## src/rtl/irq_pending_ctrl.sv

```systemverilog
// Interrupt front-end around a priority encoder: edge-captured pending bits, enable masking, irq/ack handshake.
// Latency: request edge to irq in 2 cycles when idle; an ack frees the next irq 2 cycles later. No backpressure: requests merge into pending.
module irq_pending_ctrl #(
   parameter int N_SRC       = 4,
   parameter int ID_W        = 2,
   parameter int ACK_TIMEOUT = 15
) (
   input  logic             clk,
   input  logic             rst,
   input  logic [N_SRC-1:0] req_in,
   input  logic [N_SRC-1:0] irq_en,
   output logic [N_SRC-1:0] enc_in,
   input  logic [ID_W-1:0]  enc_out,
   input  logic             enc_valid,
   output logic             irq,
   output logic [ID_W-1:0]  irq_id,
   input  logic             irq_ack,
   output logic             overrun,
   output logic             timeout
);

   localparam int CNT_W = $clog2(ACK_TIMEOUT);

   typedef enum logic [1:0] {
      IDLE   = 2'd0,
      ASSERT = 2'd1,
      HOLD   = 2'd2
   } state_t;

   state_t           state;
   logic [N_SRC-1:0] req_q;
   logic [N_SRC-1:0] pending;
   logic [N_SRC-1:0] edges;
   logic [N_SRC-1:0] clr;
   logic [CNT_W-1:0] wait_cnt;

   assign edges  = req_in & ~req_q;
   assign enc_in = pending & irq_en;

   // Only an ack taken while the irq is actually up retires a source.
   always_comb begin
      clr = '0;
      if (state == ASSERT && irq_ack) begin
         clr[irq_id] = 1'b1;
      end
   end

   always_ff @(posedge clk) begin
      if (rst) begin
         state    <= IDLE;
         req_q    <= '0;
         pending  <= '0;
         irq      <= 1'b0;
         irq_id   <= '0;
         overrun  <= 1'b0;
         timeout  <= 1'b0;
         wait_cnt <= '0;
      end else begin
         req_q   <= req_in;
         // A fresh edge beats a same-cycle clear so no request is lost.
         pending <= (pending & ~clr) | edges;
         overrun <= |(edges & pending);
         timeout <= 1'b0;
         case (state)
            IDLE: begin
               if (enc_valid) begin
                  irq_id   <= enc_out;
                  irq      <= 1'b1;
                  wait_cnt <= '0;
                  state    <= ASSERT;
               end
            end
            ASSERT: begin
               if (irq_ack) begin
                  irq   <= 1'b0;
                  state <= HOLD;
               end else if (wait_cnt == CNT_W'(ACK_TIMEOUT - 1)) begin
                  irq     <= 1'b0;
                  timeout <= 1'b1;
                  state   <= HOLD;
               end else begin
                  wait_cnt <= wait_cnt + 1'b1;
               end
            end
            HOLD: begin
               state <= IDLE;
            end
            default: begin
               state <= IDLE;
            end
         endcase
      end
   end

endmodule

```

## config.mk

```make
export PLATFORM = sky130hd
export DESIGN_NAME = irq_pending_ctrl
export DESIGN_NICKNAME = d
export VERILOG_FILES = /design/src/rtl/irq_pending_ctrl.sv
export SDC_FILE = /design/constraint.sdc
export NUM_CORES = 1
export LEC_CHECK = 0
export ABC_AREA = 1
export CAP_MARGIN = 15
export CORE_MARGIN = 8
export CORE_UTILIZATION = 46
export CTS_CLUSTER_SIZE = 20
export DETAILED_ROUTE_END_ITERATION = 6
export HOLD_SLACK_MARGIN = 0.08
export PLACE_DENSITY = 0.84
export REMOVE_ABC_BUFFERS = 1
export SLEW_MARGIN = 40
export SYNTH_ARGS = -nofsm -noshare
export SYNTH_HDL_FRONTEND = slang
export SYNTH_SLANG_ARGS = --single-unit
```

## constraint.sdc

```tcl
create_clock -name clk -period 1.4 [get_ports clk]
set_clock_uncertainty 0.05 [all_clocks]
set_input_delay 0.28 -clock clk [delete_from_list [all_inputs] [get_ports clk]]
set_output_delay 0.28 -clock clk [all_outputs]
set_load 0.1 [all_outputs]
```

==> results.md <==
* Setup Buffers After CTS at 0
* Slew @ Worst Pin at 243 ps
* Pwr Density at 1020 mW/mm2
* Gr ovfl total at 0
* Starting Density at 0.497
* RePlAce Congestion at 0.764
* CP required at 1070 ps
* RR Startpoint: wait_cnt[0]$_SDFFE_PP0P_
* Post-CTS Hold Buffers at 0
* CTS buffer count at 3
* Clock Latency Late Sink at 300 ps
* Hold Fails Final Rpt at 0
* Fin. max-slew vios at 0
* Filler Cell Count at 130
* Final nets at 165
* Max-cap violations at 0
* HPWL Detailed at 1.67 mm
* Register area share after synthesis at 0.439
* CP Max Fanout at 1
* Critical R2R Capture: wait_cnt[1]$_SDFFE_PP0P_
* Placed insts at 169
* Drt initial violations at 13
* Worst path slowest cell: clkdlybuf4s50_1
* Top Family by Delay on Critical Path: buffers and inverters
* # DRC at 0
* Global Route Usage Sum at 0.121
* Status: finished, final reports clean
* Final Cycle Share at 0.980
* Synth unique cells at 18
* Total power at 1270 uW
* Mapped Avg Cell Area at 7.17 um2
* Post-route minimum period at 1370 ps
* Synth Cell Area at 867 um2
* Largest net degree at the start of global routing at 12
* Antenna Violating Nets Remaining at 0
* Area growth, synth to finish at 43.6%
* Hold Path End: pending[2]$_SDFF_PP0_
* Seq cells post-synth at 19
* WHS Path Cells at 3
* Yosys warns at 0
* CP Cell Sequence: clkdlybuf4s50_1 -> nand2_1 -> inv_1 -> buf_12
* CTS-repair resized insts at 0
* Core ar. at 0.00175 mm2
* WL/cell at 11.7 um
* Root Driver: clkbuf_4
* VDD IR max at 680 uV
* Vias at 808
* Cells after synthesis at 121
* Critical Path Start Type: input port
* First-pass GRT wire length at 3.35 mm
* Hold Path Class: flip-flop to flip-flop
* R2r setup slk at 120 ps
* Non-Filler Instances at 173
* Buf/Inv on CP at 3
* CTS H-tree lvls at 1
* RSZ-0062 raised after global routing: no
* Share of post-route cells with drive strength above 1 at 0.189
* Via/cell ratio at 4.67
* Vias in the first global route at 802
* Width of the die at 59.4 um
* Static leakage at 0.000589 uW
* Final WL at 2.02 mm
* CTS tree: built
* Worst slew margin at 0.837
* Diode count at 0
* DIE AREA at 0.00353 mm2
* Port bufs at 22
* Die Y at 59.4 um
* Setup violators final at 0
* Worst hold slack at 451 ps
* FF-to-FF path depth at 9
* Clock Sinks at 19
* Num rows at 15
* Clk slew on worst S/H paths at 100 ps
* Critical Path End Type: output port
* Setup TNS at 0 ps
* Drt first pass iters at 4
* Io pins at 23
* Max Fclk at 0.729 GHz
* Hold path start: req_q[2]$_SDFF_PP0_
* Worst-case clock buffer depth at 2
* Arrival time at the worst endpoint at 1040 ps
* Crit path largest cell delay at 460 ps
* Initial antenna violation count at 0
* Setup CP Type: input port to output port
==> cell type report <==
type	count	area (um2)	area share
Timing Repair Buffer	24	325	0.261
Multi-Input combinational cell	78	395	0.318
Sequential cell	19	380	0.306
Clock buffer	4	26.3	0.0211
Tap cell	25	31.3	0.0251
Inverter	23	86.3	0.0693
==> metal layers <==
metal | track usage | vias to the layer above | wire, um
met2 | 0.200 | 21 | 956
met3 | 0.0282 | 5 | 110
met1 | 0.136 | 358 | 907
met5 | 0 | - | 0
li1 | - | 424 | -
met4 | 0.0751 | 0 | 46
==> sequential cells by signal, summed over array words and instances, names as in the netlist <==
register / flops
pending: 4
req_q: 4
wait_cnt: 4
irq_id: 2
state: 2
irq: 1
overrun: 1
timeout: 1
==> cell families after synthesis <==
| logic type | Yosys count | synth area share |
|---|---|---|
| flip-flops | 19 | 0.439 |
| AO/OA/AOI/OAI | 15 | 0.0924 |
| AND/OR/NAND/NOR | 61 | 0.335 |
| buffers and inverters | 24 | 0.105 |
| adder cells (fa/ha/maj) | 2 | 0.0289 |
==> where the power goes <==
part	switching (uW)	internal, uW	total [uW]
registers	32.5	579	611
logic	233	147	380
clock network	167	111	278
==> synth_stat cells <==
| cell type | instances | area (um2) |
|---|---|---|
| nand2_1 | 26 | 97.6 |
| inv_1 | 21 | 78.8 |
| dfxtp_1 | 19 | 380 |
| nor2_1 | 17 | 63.8 |
| a21oi_1 | 7 | 35.0 |
| nand3_1 | 7 | 35.0 |
| o21ai_0 | 6 | 30.0 |
| nand2_2 | 3 | 18.8 |
| nand3_2 | 3 | 30.0 |
| ha_1 | 2 | 25.0 |
| inv_2 | 2 | 7.51 |
| nand2_4 | 2 | 22.5 |
| a21oi_2 | 1 | 8.76 |
| a31oi_1 | 1 | 6.26 |
| buf_2 | 1 | 5.00 |
| nor2_4 | 1 | 11.3 |
| nor3_1 | 1 | 5.00 |
| nor4_1 | 1 | 6.26 |
==> worst register-to-register path, delay by kind of cell, from the launching register on <==
| kind | cells | cell delay (ps) |
|---|---|---|
| fa+ha+maj | 1 | 200 |
| buf+inv | 1 | 80 |
| flops | 1 | 390 |
| simple gates | 7 | 510 |
==> metrics by stage <==
step,cell area [um2],setup slack (ps),util
2_1_floorplan,862,-118,-
3_3_place_gp,1220,31.3,0.698
3_5_place_dp,1220,-29.9,0.698
4_1_cts,1240,13.2,0.713
5_1_grt,1240,0.296,0.713
6_report,1240,28.2,0.713
==> layout by cell type, fill, tap and decap left out, types with 2 or more instances in the layout <==
cell,n
clkbuf_4,3
buf_4,2
nand3_2,3
inv_2,4
nor2_1,17
inv_1,19
nand3_1,7
a21oi_1,7
nand2_1,26
clkdlybuf4s50_1,13
ha_1,2
dfxtp_1,19
buf_12,9
nand2_2,3
o21ai_0,6
nand2_4,2
==> how the worst max path moves through the flow <==
stage	start	to	slack, ps	cells past startpoint
after global placement	irq_en[3]	enc_in[3]	30	4
after floorplan	irq_id[0]$_SDFFE_PP0P_	pending[2]$_SDFF_PP0_	-120	4
after detailed placement	irq_ack	wait_cnt[0]$_SDFFE_PP0P_	-30	8
after CTS	irq_en[2]	enc_in[2]	10	4
final	irq_en[0]	enc_in[0]	30	4
after global routing	irq_en[0]	enc_in[0]	0.3	4
(Power assumes the default switching activity.)
